**src/rtl/router_pkg.sv**
```systemverilog
// Shared definitions for the XY-mesh switch: port numbering and arbiter FSM states.
package router_pkg;

  localparam int PORT_N = 5;
  localparam int PORT_W = $clog2(PORT_N);

  localparam logic [PORT_W-1:0] PORT_LOCAL = 3'd0;
  localparam logic [PORT_W-1:0] PORT_NORTH = 3'd1;
  localparam logic [PORT_W-1:0] PORT_EAST  = 3'd2;
  localparam logic [PORT_W-1:0] PORT_SOUTH = 3'd3;
  localparam logic [PORT_W-1:0] PORT_WEST  = 3'd4;

  typedef enum logic {
    ST_IDLE  = 1'b0,
    ST_GRANT = 1'b1
  } arb_state_t;

endpackage

```
**src/rtl/xy_route_calc.sv**
```systemverilog
// Combinational dimension-ordered (X first, then Y) route computation.
// Maps a destination {dst_x, dst_y} and this router's coordinates to an output port.
module xy_route_calc
  import router_pkg::*;
#(
  parameter int X_W    = 2,
  parameter int Y_W    = 2,
  parameter int X_CORD = 0,
  parameter int Y_CORD = 0
) (
  input  logic [X_W-1:0]    dst_x,
  input  logic [Y_W-1:0]    dst_y,
  output logic [PORT_W-1:0] out_port
);

  localparam logic [X_W-1:0] X_HERE = X_W'(X_CORD);
  localparam logic [Y_W-1:0] Y_HERE = Y_W'(Y_CORD);

  // Resolve X first; only once the column matches does Y decide.
  always_comb begin
    out_port = PORT_LOCAL;
    if (dst_x > X_HERE)      out_port = PORT_EAST;
    else if (dst_x < X_HERE) out_port = PORT_WEST;
    else if (dst_y > Y_HERE) out_port = PORT_NORTH;
    else if (dst_y < Y_HERE) out_port = PORT_SOUTH;
  end

endmodule

```
**src/rtl/xy_route_arbiter.sv**
```systemverilog
// Route-and-arbitrate stage: round-robin pick of a valid head packet, XY route,
// selections held until the write strobe consumes the grant.
// Optional feature: define XYA_ROUTE_ERR_EN to add the sticky route-error output err_o.
module xy_route_arbiter
  import router_pkg::*;
#(
  parameter int DATA_WIDTH = 8,
  parameter int MESH_X     = 3,
  parameter int MESH_Y     = 3,
  parameter int X_CORD     = 0,
  parameter int Y_CORD     = 0
) (
  input  logic                         clk_i,
  input  logic                         rst_ni,
  input  logic [PORT_N-1:0]            vld_input_i,
  input  logic [PORT_N*DATA_WIDTH-1:0] data_i,
  input  logic [PORT_N-1:0]            wr_en_i,
  output logic                         grant_vld_o,
  output logic [PORT_W-1:0]            mux_in_sel_o,
  output logic [PORT_W-1:0]            mux_out_sel_o
`ifdef XYA_ROUTE_ERR_EN
  ,
  output logic                         err_o
`endif
);

  localparam int X_W = $clog2(MESH_X);
  localparam int Y_W = $clog2(MESH_Y);

  arb_state_t        state;
  logic [PORT_W-1:0] rr_ptr;
  logic [PORT_W-1:0] pick_idx;
  logic              pick_vld;
  logic [X_W-1:0]    dst_x;
  logic [Y_W-1:0]    dst_y;
  logic [PORT_W-1:0] route_port;

  // Round-robin scan starting just after the last consumed port; nearest valid wins.
  always_comb begin
    int cand;
    cand     = 0;
    pick_vld = 1'b0;
    pick_idx = '0;
    for (int k = PORT_N; k >= 1; k--) begin
      cand = (int'(rr_ptr) + k) % PORT_N;
      if (vld_input_i[cand]) begin
        pick_vld = 1'b1;
        pick_idx = PORT_W'(cand);
      end
    end
  end

  // Destination fields of the candidate packet sit in its MSBs.
  always_comb begin
    dst_x = data_i[int'(pick_idx)*DATA_WIDTH + DATA_WIDTH - 1 -: X_W];
    dst_y = data_i[int'(pick_idx)*DATA_WIDTH + DATA_WIDTH - 1 - X_W -: Y_W];
  end

  xy_route_calc #(
    .X_W    (X_W),
    .Y_W    (Y_W),
    .X_CORD (X_CORD),
    .Y_CORD (Y_CORD)
  ) u_route (
    .dst_x    (dst_x),
    .dst_y    (dst_y),
    .out_port (route_port)
  );

  // Arbiter FSM: latch a selection in IDLE, hold it in GRANT until consumed or abandoned.
  always_ff @(posedge clk_i or negedge rst_ni) begin
    if (!rst_ni) begin
      state         <= ST_IDLE;
      grant_vld_o   <= 1'b0;
      mux_in_sel_o  <= '0;
      mux_out_sel_o <= '0;
      rr_ptr        <= PORT_W'(PORT_N - 1);
    end else begin
      case (state)
        ST_IDLE: begin
          if (pick_vld) begin
            mux_in_sel_o  <= pick_idx;
            mux_out_sel_o <= route_port;
            grant_vld_o   <= 1'b1;
            state         <= ST_GRANT;
          end else begin
            grant_vld_o <= 1'b0;
          end
        end
        ST_GRANT: begin
          if (|wr_en_i) begin
            rr_ptr      <= mux_in_sel_o;
            grant_vld_o <= 1'b0;
            state       <= ST_IDLE;
          end else if (!vld_input_i[mux_in_sel_o]) begin
            // Packet vanished before being written: drop the grant, keep fairness pointer.
            grant_vld_o <= 1'b0;
            state       <= ST_IDLE;
          end
        end
        default: begin
          grant_vld_o <= 1'b0;
          state       <= ST_IDLE;
        end
      endcase
    end
  end

`ifdef XYA_ROUTE_ERR_EN
  logic route_bad;

  // Destination outside the mesh, or a route back out of the port it arrived on.
  always_comb begin
    route_bad = (int'(dst_x) >= MESH_X) || (int'(dst_y) >= MESH_Y) ||
                ((route_port == pick_idx) && (route_port != PORT_LOCAL));
  end

  // Sticky error flag, evaluated only when a new grant is taken.
  always_ff @(posedge clk_i or negedge rst_ni) begin
    if (!rst_ni) begin
      err_o <= 1'b0;
    end else if (state == ST_IDLE && pick_vld && route_bad) begin
      err_o <= 1'b1;
    end
  end
`endif

endmodule

```
**config.mk**
```make
export PLATFORM = sky130hd
export DESIGN_NAME = xy_route_arbiter
export DESIGN_NICKNAME = d
export VERILOG_FILES = /design/src/rtl/router_pkg.sv /design/src/rtl/xy_route_calc.sv /design/src/rtl/xy_route_arbiter.sv
export SDC_FILE = /design/constraint.sdc
export NUM_CORES = 1
export LEC_CHECK = 0
export CAP_MARGIN = 20
export CORE_ASPECT_RATIO = 1.1
export CORE_MARGIN = 1.5
export CORE_UTILIZATION = 52
export CTS_CLUSTER_DIAMETER = 150
export DETAILED_ROUTE_END_ITERATION = 10
export PLACE_DENSITY = 0.86
export SETUP_SLACK_MARGIN = 0.4
export SYNTH_ARGS = -nofsm -noshare
export SYNTH_HDL_FRONTEND = slang
export SYNTH_SLANG_ARGS = --single-unit
```
**constraint.sdc**
```tcl
create_clock -name clk_i -period 7.18 [get_ports clk_i]
set_clock_uncertainty 0.15 [all_clocks]
set_input_delay 1.436 -clock clk_i [delete_from_list [all_inputs] [get_ports clk_i]]
set_output_delay 1.436 -clock clk_i [all_outputs]
set_load 0.01 [all_outputs]
```
Word level (Yosys, flattened, before mapping). Cells that the tools add are included.

Divide/modulo/power cells: 5. Order comparisons: 10. Muxes and demuxes: 38. Shift-type cells: 2. Bitwise gates (word level): 1. $add $sub $neg: 8. Eq/ne operators: 1. Reductions and logical operators: 3.

Operators by type and width (count): 32-bit by 5-bit less-than comparator with 1-bit output (second input constant) (5); 32-bit by 4-bit modulo with 32-bit output (second input constant) (5); 41-bit by 8-bit variable part select with 2-bit output (1); 41-bit by 9-bit variable part select with 2-bit output (1); 3-bit 2-to-1 mux (8); 1-bit 2-to-1 mux (21); 1-bit binary-select mux with 3-bit select (6); 8-bit by 3-bit subtractor with 9-bit output (second input constant) (1); 3-bit by 2-bit adder with 4-bit output (second input constant) (2); 3-bit by 3-bit adder with 4-bit output (second input constant) (2); 7-bit by 1-bit subtractor with 8-bit output (second input constant) (1); 6-bit by 4-bit adder with 7-bit output (second input constant) (1); 5-bit OR reduction (1); 3-bit by 1-bit adder with 4-bit output (second input constant) (1); 2-bit by 1-bit greater-than comparator with 1-bit output (second input constant) (2); 2-bit by 1-bit less-than comparator with 1-bit output (second input constant) (2); 3-bit by 4-bit less-than comparator with 1-bit output (second input constant) (1); 1-bit one-hot mux with 2 select lines (2); 2-bit AND reduction (2); 3-bit != test (second input constant) (1); 2-bit 2-to-1 mux (1); 1-bit inverter (1).

Input port bits: 52. Word-level logic and storage cells: 73. Output and inout port bits: 7. Register bits: 11.

Logic depth before layout (Yosys ltp). Gate-level depths: netlist (run 1).

Word-level depth: 19. Gate-level depth with buffers: 23.

Modules after synthesis. Synthesis (run 1) repeated with hierarchy kept, for this count alone.

Cells, all modules: 319. Area, all modules: 2722.6 um2.

Modules (own cells, without submodules): xy_route_arbiter (seq. area each 276.5 um2, instances 1, cells an instance 314, area each 2692.6 um2); xy_route_calc (seq. area each 0.0 um2, instances 1, cells an instance 5, area each 30.0 um2).

Least setup slack after synthesis (run 1). Ideal clock, no wire load.

Kind: reg2reg. From: register rr_ptr[0]. To: register mux_out_sel_o[0]. Period minus slack after synthesis: 5.435 ns. Required time: 6.910 ns. Setup slack: 1.745 ns. Arrival time: 5.165 ns. Library setup time: 0.120 ns. Cell stages (with the launch flop): 24. Cell sequence: dfrtp_1 > buf_2 > buf_2 > inv_1 > clkbuf_1 > ha_1 > clkbuf_1 > inv_1 > ha_1 > nor2_1 > a21oi_1 > xnor2_1 > inv_1 > ha_1 > nor2b_1 > o32ai_4 > mux2_2 > mux2i_1 > nor3_1 > a211oi_1 > a21boi_4 > o21a_1 > or4_1 > a41o_1.

Cells in the longest elaborated chain, start to end: 19. Elaborated cells between the ends (all ways): 49.

Ends and longest elaborated chain: from (decl) (RTL line xy_route_arbiter.sv:31) `logic [PORT_W-1:0] rr_ptr;`; from (signal assigned) (RTL line xy_route_arbiter.sv:77) `rr_ptr <= PORT_W'(PORT_N - 1);`; from (signal assigned) (RTL line xy_route_arbiter.sv:92) `rr_ptr <= mux_in_sel_o;`; 3-bit by 3-bit adder with 4-bit output (RTL line xy_route_arbiter.sv:45) `cand = (int'(rr_ptr) + k) % PORT_N;`; 32-bit by 4-bit modulo with 32-bit output (RTL line xy_route_arbiter.sv:45); 1-bit binary-select mux with 3-bit select (RTL line xy_route_arbiter.sv:46) `if (vld_input_i[cand]) begin`; 1-bit 2-to-1 mux (implied by the code) (2 in a row) (RTL line xy_route_arbiter.sv:46); 3-bit 2-to-1 mux (5 in a row) (RTL line xy_route_arbiter.sv:46); 6-bit by 4-bit adder with 7-bit output (RTL line xy_route_arbiter.sv:55, xy_route_arbiter.sv:56); 7-bit by 1-bit subtractor with 8-bit output (RTL line xy_route_arbiter.sv:55, xy_route_arbiter.sv:56); 8-bit by 3-bit subtractor with 9-bit output (RTL line xy_route_arbiter.sv:56) `dst_y = data_i[int'(pick_idx)*DATA_WIDTH + DATA_WIDTH - 1 - X_W -: Y_W];`; 41-bit by 9-bit variable part select with 2-bit output (RTL line xy_route_arbiter.sv:56); 2-bit by 1-bit less-than comparator with 1-bit output (RTL line xy_route_calc.sv:25) `else if (dst_y < Y_HERE) out_port = PORT_SOUTH;`; 2-bit 2-to-1 mux (RTL line xy_route_calc.sv:25); 3-bit 2-to-1 mux (RTL line xy_route_calc.sv:24) `else if (dst_y > Y_HERE) out_port = PORT_NORTH;`; 3-bit 2-to-1 mux (RTL line xy_route_calc.sv:23) `else if (dst_x < X_HERE) out_port = PORT_WEST;`; 3-bit 2-to-1 mux (RTL line xy_route_calc.sv:22) `if (dst_x > X_HERE) out_port = PORT_EAST;`; to (signal assigned) (RTL line xy_route_arbiter.sv:83) `mux_out_sel_o <= route_port;`; to (decl) (RTL line xy_route_arbiter.sv:20) `output logic [PORT_W-1:0] mux_out_sel_o`.

Several ways; a longest one is shown, not always the timed one. The select of a mux whose other input is x is not followed. A chain may end at the register's enable or synchronous reset.

Final worst setup path (run 1). Same ends and word-level chain as after synthesis.

==> metrics, run 1 <==
share of cells above drive strength 1=0.115; mapped cell area=about 2600 um2; r2r worst-path depth=19; status=finished, final reports clean; Gate Count Post-Synth=334; WP depth=19; GRT Util Overall=0.250; syn_nets=a little over 400; FF+latch count, synth=10; r2r setup slk=between 1 and 1.5 ns; first-pass GRT wire length=~12 mm; synth unique cells=72; Root Buffer Master=clkbuf_8; critical path buffer and inverter count=3; drt first pass iters=5; Synth area leaders=ha_1 (13%), dfrtp_1 (8.6%), mux2i_1 (4.6%); Worst EP required=~7.2 ns; Residual DRC=0; Critical Path End Type=flip-flop; cts repair resizes=0; total number of vias=between 2000 and 3000; asr flop ratio synth=1.00; RSZ-0062 raised after global routing=false; Final Hold Fails=0; level count of the clock H-tree=1; vias in the first global route=about 2600; period utilization=0.853; Die Y=slightly below 80 um; DRT iter0 DRCs=around 190; Slew headroom=0.448; Slew Viols, Final=0; initial core utilization=0.552; total gr overflow=0; Startpoint Class=flip-flop; nets@finish=roughly 440; CTS Sinks=10; CTS tree=done; Max-cap violations=0; M1 GR Usage=0.315; Setup violations, final=0; kind of cell adding the most delay to the critical path=compound AO/OA/AOI/OAI gates; Min-Delay Path Depth=1; Final min period=slightly above 6 ns; DP Wirelength=5.09 mm; Port-buffer cells=37; warnings from Yosys=0; IO Count=between 50 and 60; Primary FF master, synth=dfrtp_1; Hold Crit Start=grant_vld_o; worst slack at placement=~1.1 ns; Tightest Pin Transition=~0.82 ns; Post-synth top cells=nor2_1 (29), ha_1 (28), nand2_1 (25); number of enable flip-flop cells after synthesis=0; pin count of the biggest net entering global routing=34; R2R Path End=mux_out_sel_o[0]; diode count=0; Worst Hold Class=reg2reg; core area=4750 um2; Fin Setup TNS=0 ns; Setup Fix Bufs, Post-CTS=0; antenna viol nets, final=0; worst flop-to-flop path startpoint=rr_ptr[0]; clock-pin slew on the worst setup and hold paths=~0.050 ns; Die Wd=70.7 um; CTS Hold Buffers Added=0; RD Place Congestion=0.934; Critical Path AT=a little over 6 ns; via-per-instance ratio=between 6 and 7; CP cell instances=inv_1 -> ha_1 -> inv_1 -> ha_1 -> nor2_1 -> a21oi_1 -> xnor2_1 -> inv_1 -> ha_1 -> nor2b_1 -> o32ai_4 -> mux2_2 -> mux2i_1 -> nor3_1 -> a211oi_1 -> a21boi_4 -> a2111oi_0 -> o22ai_1 -> a41o_1; initial antenna violation count=0; DR WL/cell=roughly 16 um; critical path type=reg2reg; Yosys top cell area share=0.134; Longest Clk Path Bufs=2; Routed Wire Length=between 6 and 7 mm; met3 usage=0.0117; largest stage delay on the critical path=0.72 ns; Row Count=26; Worst-Skew Late Latency=around 0.23 ns; PnR worst setup slack=around 1.1 ns; grt met2 use=0.468; Hold EP=grant_vld_o; leading area contributor after synthesis=ha_1; worst-path fanout max=17; synth-to-layout area growth=15.6%; Synth Area per Inst=slightly below 8 um2; Highest Clock Rate=between 150 and 200 MHz; Reg area=around 250 um2; fill count=slightly above 400; Seq/Total Area, Yosys=0.0959; CP max stage cell=dfrtp_1; Die ar.=~5500 um2; Most Used Layer, Global Route=met2; most frequent cell after synthesis=nor2_1; Multi-input gate area=between 2000 and 2500 um2; number of CTS-inserted buffers=3
[cell type report]
class | count | share of cell area
multi-input cells | 284 | 0.725
inverters | 19 | 0.0235
flip-flops and latches | 10 | 0.0829
well taps | 56 | 0.0231
repair buffers | 39 | 0.127
clock buffers | 4 | 0.0182
[cell families after synthesis]
group                    share of synthesized area
XOR/XNOR                                    0.0262
AND/OR/NAND/NOR                              0.254
adder cells (fa/ha/maj)                      0.141
multiplexers                                 0.119
buffers and inverters                       0.0654
other                                      0.00143
AO/OA/AOI/OAI                                0.297
flip-flops                                  0.0959
[cells in the final DEF (no fill, tap or decap), drive strengths merged, types with 3 or more instances in the layout]
master / count
and3: 4
nand3: 8
or4: 3
mux2i: 12
nand2b: 8
o22ai: 3
nor3: 8
or2: 5
a211oi: 8
clkdlybuf4s50: 37
dfrtp: 9
mux4: 5
a21oi: 20
nor2: 29
nor3b: 3
inv: 19
nand4: 4
nand4b: 5
o21ai: 13
a21o: 7
nor2b: 11
mux2: 7
a31oi: 5
clkbuf: 4
ha: 28
o2bb2ai: 4
a211o: 3
nand2: 27
xnor2: 6
and2: 6
o21a: 5
[worst max path at each step]
stage,startpoint,slack (ns),to
6_report,rr_ptr[0],1.05,mux_out_sel_o[0]
4_1_cts,rr_ptr[0],1.04,mux_out_sel_o[0]
5_1_grt,rr_ptr[0],0.57,mux_out_sel_o[0]
3_5_place_dp,rr_ptr[0],1.08,mux_out_sel_o[0]
3_3_place_gp,rr_ptr[0],1.17,mux_out_sel_o[0]
2_1_floorplan,rr_ptr[0],1.74,mux_out_sel_o[0]
[per-stage QoR]
step / instances / area (um2) / hold WS (ns) / utilization
2_1_floorplan: 334 / 2620 / 0.366 / -
3_3_place_gp: 408 / 2980 / 0.332 / 0.627
3_5_place_dp: 408 / 2980 / 0.329 / 0.627
4_1_cts: 412 / 3030 / 0.349 / 0.639
5_1_grt: 412 / 3030 / 0.372 / 0.639
6_report: 412 / 3030 / 0.346 / 0.639
[routing by layer]
layer	share of wire	routed length (um)
met5	0	0
met4	0.013	91
met3	0.064	429
met2	0.51	3450
met1	0.41	2790
[registers in the layout, indices dropped and copies added, names as in the netlist]
signal         flops
state              1
rr_ptr             3
mux_in_sel_o       3
mux_out_sel_o      2
grant_vld_o        1
Power of run 1 is not shown: default switching activity piles up to over one toggle a cycle in this logic, so the estimate is an artifact.
==> run 2, diff against run 1 <==
--- a/config.mk
+++ b/config.mk
@@ -8,10 +8,10 @@
 export CAP_MARGIN = 20
 export CORE_ASPECT_RATIO = 1.1
 export CORE_MARGIN = 1.5
-export CORE_UTILIZATION = 52
+export CORE_UTILIZATION = 47
 export CTS_CLUSTER_DIAMETER = 150
 export DETAILED_ROUTE_END_ITERATION = 10
-export PLACE_DENSITY = 0.86
+export PLACE_DENSITY = 0.82
 export SETUP_SLACK_MARGIN = 0.4
 export SYNTH_ARGS = -nofsm -noshare
 export SYNTH_HDL_FRONTEND = slang
==> constraint.sdc (replaced) <==
create_clock -name clk_i -period 5.3 [get_ports clk_i]
set_clock_uncertainty 0.15 [all_clocks]
set_input_delay 1.06 -clock clk_i [delete_from_list [all_inputs] [get_ports clk_i]]
set_output_delay 1.06 -clock clk_i [all_outputs]
set_load 0.01 [all_outputs]
==> run 2 against run 1 <==
Critical path depth fell by 2. Global-route usage decreased by 1.2 points. Die area increased by 10%. Highest routed layer unchanged.
==> metrics, run 2 (same netlist as run 1, synthesis figures left out) <==
RSZ-0062 raised after global routing=false (unchanged); vias in the first global route=2472 (was 2622); Longest Clk Path Bufs=2 (unchanged); via-per-instance ratio=6.02 (was 6.42); Critical Path AT=4.72 ns (was 6.10 ns); most frequent cells in the layout=clkdlybuf4s50_1 (37), nor2_1 (27), nand2_1 (25) (was clkdlybuf4s50_1 (37), nor2_1 (29), ha_1 (28)); DR WL/cell=16.0 um (was 16.4 um); Port-buffer cells=37 (unchanged); clock-pin slew on the worst setup and hold paths=0.05 ns (about the same); Fin Setup TNS=0 ns (unchanged); PnR worst setup slack=0.551 ns (was 1.05 ns); RD Place Congestion=0.905 (was 0.934); CP max stage cell=dfstp_2 (was dfrtp_1); initial antenna violation count=0 (unchanged); critical path type=reg2reg (unchanged); Max-cap violations=0 (unchanged); share of cells above drive strength 1=0.234 (was 0.115); critical path buffer and inverter count=1 (was 3); Post-Layout Cell Count=451 (was 412); synth-to-layout area growth=28.3% (was 15.6%); antenna viol nets, final=0 (unchanged); Row Count=28 (was 26); Startpoint Class=flip-flop (unchanged); Worst EP required=5.27 ns (was 7.15 ns); DRT iter0 DRCs=168 (was 188); Worst-Skew Late Latency=0.23 ns (about the same); Tightest Pin Transition=0.594 ns (was 0.824 ns); pin count of the biggest net entering global routing=27 (was 34); kind of cell adding the most delay to the critical path=compound AO/OA/AOI/OAI gates (unchanged); total gr overflow=0 (unchanged); nets@finish=458 (was 438); top flop regs=mux_in_sel_o: 3 flops, rr_ptr: 3 flops, mux_out_sel_o: 2 flops (unchanged); number of CTS-inserted buffers=3 (unchanged); Die Wd=74.2 um (was 70.7 um); Final min period=4.75 ns (was 6.13 ns); level count of the clock H-tree=1 (unchanged); worst-path fanout max=14 (was 17); Die Y=81.3 um (was 77.5 um); IO Count=59 (unchanged); core area=5400 um2 (was 4750 um2); GRT Util Overall=0.238 (was 0.250); final core utilization=0.624 (was 0.639); DP Wirelength=5.31 mm (was 5.09 mm); Critical Path End Type=flip-flop (unchanged); total number of vias=2713 (was 2644); CP cell instances=buf_4 -> xor2_4 -> ha_2 -> nor2_2 -> a31oi_2 -> and2_4 -> ha_2 -> nor2b_2 -> a2111o_1 -> o211ai_1 -> mux2i_1 -> a41oi_1 -> a2111oi_0 -> o21a_2 -> nor2b_1 -> or4_1 -> a41o_1 (was inv_1 -> ha_1 -> inv_1 -> ha_1 -> nor2_1 -> a21oi_1 -> xnor2_1 -> inv_1 -> ha_1 -> nor2b_1 -> o32ai_4 -> mux2_2 -> mux2i_1 -> nor3_1 -> a211oi_1 -> a21boi_4 -> a2111oi_0 -> o22ai_1 -> a41o_1); worst slack at placement=0.217 ns (was 1.08 ns); CP most frequent cell=ha_2; Die ar.=6040 um2 (was 5480 um2); Root Buffer Master=clkbuf_8 (unchanged); commonest non-fill, non-tap cell in the layout=clkdlybuf4s50_1 (unchanged); diode count=0 (unchanged); initial core utilization=0.486 (was 0.552); Final Hold Fails=0 (unchanged); CTS Sinks=10 (unchanged); Slew headroom=0.599 (was 0.448); status=finished, final reports clean (unchanged); Highest Clock Rate=211 MHz (was 163 MHz); period utilization=0.896 (was 0.853); Routed Wire Length=7.22 mm (was 6.75 mm); CTS tree=done (unchanged); Worst Hold Class=reg2reg (unchanged); CTS Hold Buffers Added=0 (unchanged); drt first pass iters=5 (unchanged); dpl cells=437 (was 408); first-pass GRT wire length=11.4 mm (was 11.8 mm); largest stage delay on the critical path=0.54 ns (was 0.72 ns); Setup violations, final=0 (unchanged); Residual DRC=0 (unchanged); Slew Viols, Final=0 (unchanged)
==> run 2: layout make-up <==
class	count	area, um2
Clock buffer	4	55.1
Fill cell	491	2030
Inverter	19	75.1
Multi-Input combinational cell	284	2350
Sequential cell	10	253
Tap cell	75	93.8
Timing Repair Buffer	59	536
==> run 2: path summary, 6_finish.rpt <==
| check | startpoint | to | slack (ns) | cells after the start |
|---|---|---|---|---|
| setup / recovery | rr_ptr[2] | mux_out_sel_o[0] | 0.55 | 17 |
| hold / removal | grant_vld_o | grant_vld_o | 0.35 | 1 |
| setup reg to reg | rr_ptr[2] | mux_out_sel_o[0] | 0.55 | 17 |
| hold reg to reg | grant_vld_o | grant_vld_o | 0.35 | 1 |
| max in group asynchronous | rst_ni | rr_ptr[2] | 3.67 | 1 |
| min in group asynchronous | rst_ni | mux_out_sel_o[0] | 0.99 | 1 |
==> run 2: repair_timing <==
action                     in CTS  in global routing
gates resized for setup         3                 18
setup endpoints to repair       2                  2
buffers inserted                4                  6
pin swaps                       2                  8
==> run 2: layer usage <==
| layer | part of all wire | vias to the layer above | track usage | routed length, um |
|---|---|---|---|---|
| li1 | - | 1323 | - | - |
| met4 | 0.020 | 0 | 0.0564 | 147 |
| met5 | 0 | - | 0 | 0 |
| met2 | 0.51 | 81 | 0.422 | 3700 |
| met1 | 0.42 | 1295 | 0.314 | 3040 |
| met3 | 0.045 | 14 | 0.0136 | 327 |
==> run 2: stage by stage <==
| step | area (um2) | hold WS [ns] |
|---|---|---|
| floorplan | 2720 | 0.366 |
| CTS | 3240 | 0.350 |
| detailed placement | 3140 | 0.329 |
| global route | 3370 | 0.353 |
| global placement | 3140 | 0.330 |
| finish | 3370 | 0.346 |
Power of run 2 is left out for the same reason.
==> run 3, diff against run 2 <==
--- a/config.mk
+++ b/config.mk
@@ -7,7 +7,6 @@
 export LEC_CHECK = 0
 export CAP_MARGIN = 20
 export CORE_ASPECT_RATIO = 1.1
-export CORE_MARGIN = 1.5
 export CORE_UTILIZATION = 47
 export CTS_CLUSTER_DIAMETER = 150
 export DETAILED_ROUTE_END_ITERATION = 10
==> run 3 against run 2 <==
First-iteration DRC count is 3.0% lower. Non-clock buffer count rose by 13. Cell count rose by 2.9%. Register-to-register slack worse by 0.02 ns. Wire length is 1.5% higher. Largest cell class unchanged.
==> metrics, run 3 (same netlist as run 1, synthesis figures left out) <==
Worst EP required=5.32 ns (was 5.27 ns); share of cells above drive strength 1=0.272 (was 0.234); first-pass GRT wire length=11.2 mm (was 11.4 mm); Final Instance Area=3530 um2 (was 3370 um2); Fin Setup TNS=0 ns (unchanged); Worst Hold Class=reg2reg (unchanged); total gr overflow=0 (unchanged); pin count of the biggest net entering global routing=25 (was 27); Row Count=28 (unchanged); Final min period=4.77 ns (was 4.75 ns); drt first pass iters=5 (unchanged); DP Area=3150 um2 (was 3140 um2); most frequent cells in the layout=clkdlybuf4s50_1 (37), buf_4 (33), nor2_1 (27) (was clkdlybuf4s50_1 (37), nor2_1 (27), nand2_1 (25)); Post-Layout Cell Count=464 (was 451); clock-pin slew on the worst setup and hold paths=0.05 ns (about the same); Min-Delay Path Depth=2 (was 1); level count of the clock H-tree=1 (unchanged); Die ar.=5880 um2 (was 6040 um2); Longest Clk Path Bufs=2 (unchanged); nets@finish=471 (was 458); Slew headroom=0.478 (was 0.599); PnR worst setup slack=0.528 ns (was 0.551 ns); Setup violations, final=0 (unchanged); Startpoint Class=flip-flop (unchanged); Final Hold Fails=0 (unchanged); Tightest Pin Transition=0.783 ns (was 0.594 ns); Critical Path AT=4.79 ns (was 4.72 ns); Port-buffer cells=37 (unchanged); number of CTS-inserted buffers=3 (unchanged); critical path type=reg2reg (unchanged); vias in the first global route=2477 (was 2472); Routed Wire Length=7.33 mm (was 7.22 mm); fill count=458 (was 491); Multi-input gate area=2420 um2 (was 2350 um2); r2r worst-path depth=22 (was 17); dpl cells=438 (was 437); worst-path fanout max=5 (was 14); DR WL/cell=15.8 um (was 16.0 um); CTS tree=done (unchanged); top flop regs=mux_in_sel_o: 3 flops, rr_ptr: 3 flops, mux_out_sel_o: 2 flops (unchanged); synth-to-layout area growth=34.7% (was 28.3%); CTS Sinks=10 (unchanged); worst slack at placement=0.134 ns (was 0.217 ns); initial core utilization=0.486 (unchanged); RD Place Congestion=0.926 (was 0.905); IO Count=59 (unchanged); core area=5400 um2 (unchanged); DP Wirelength=5.29 mm (was 5.31 mm); via-per-instance ratio=5.92 (was 6.02); Highest Clock Rate=210 MHz (was 211 MHz); total number of vias=2748 (was 2713); commonest non-fill, non-tap cell in the layout=clkdlybuf4s50_1 (unchanged); period utilization=0.900 (was 0.896); antenna viol nets, final=0 (unchanged); Die Y=80.3 um (was 81.3 um); Worst-Skew Late Latency=0.23 ns (about the same); r2r setup slk=0.53 ns (was 0.55 ns); Root Buffer Master=clkbuf_8 (unchanged); Max-cap violations=0 (unchanged); Residual DRC=0 (unchanged); DRT iter0 DRCs=163 (was 168); Slew Viols, Final=0 (unchanged); status=finished, final reports clean (unchanged); diode count=0 (unchanged); GRT Util Overall=0.239 (was 0.238); Reg area=254 um2 (was 253 um2); Die Wd=73.2 um (was 74.2 um); initial antenna violation count=0 (unchanged); Critical Path End Type=flip-flop (unchanged); RSZ-0062 raised after global routing=false (unchanged)
[run 3: critical path: stages, from the launching register on]
cell	delay, ns
dfrtp_2	0.42
clkinvlp_4	0.19
ha_4	0.36
clkinvlp_4	0.13
ha_4	0.19
nor2_4	0.10
a21oi_1	0.08
xnor2_1	0.23
inv_1	0.10
ha_2	0.19
nor2b_1	0.15
o32ai_4	0.33
buf_4	0.17
buf_6	0.10
o21ai_0	0.13
a21oi_1	0.30
o2bb2ai_4	0.14
a2111o_1	0.43
a31oi_4	0.19
buf_4	0.13
nand2_1	0.04
o22ai_1	0.23
a41o_1	0.22
[run 3: layout make-up]
type / instances / share of cell area
clock buffers: 4 / 0.0127
inverters: 19 / 0.0223
multi-input cells: 284 / 0.685
flip-flops and latches: 10 / 0.0719
well taps: 75 / 0.0266
repair buffers: 72 / 0.181
[run 3: worst paths after layout]
path	from	endpoint
min in group asynchronous	rst_ni	mux_out_sel_o[0]
hold reg to reg	mux_out_sel_o[1]	mux_out_sel_o[1]
setup reg to reg	rr_ptr[0]	mux_out_sel_o[0]
setup / recovery	rr_ptr[0]	mux_out_sel_o[0]
max in group asynchronous	rst_ni	rr_ptr[2]
hold / removal	mux_out_sel_o[1]	mux_out_sel_o[1]
[run 3: what timing repair did]
item / CTS / global route
setup buffers: 6 / 16
resized for setup: 3 / 33
hold buffers: 0 / 0
setup endpoints to repair: 2 / 2
pin swaps: 3 / 16
hold endpoints to repair: 0 / 0
[run 3: per-stage QoR]
| step | hold slack [ns] | utilization |
|---|---|---|
| floorplan | 0.366 | - |
| global placement | 0.329 | 0.583 |
| detailed placement | 0.341 | 0.583 |
| CTS | 0.406 | 0.603 |
| global route | 0.414 | 0.655 |
| finish | 0.392 | 0.655 |
[run 3: metal layers]
layer	track usage	vias up	part of all wire
met4	0.0941	0	0.026
met5	0	-	0
met1	0.305	1299	0.41
li1	-	1343	-
met3	0.0113	21	0.042
met2	0.418	85	0.52
Power of run 3 is left out for the same reason.
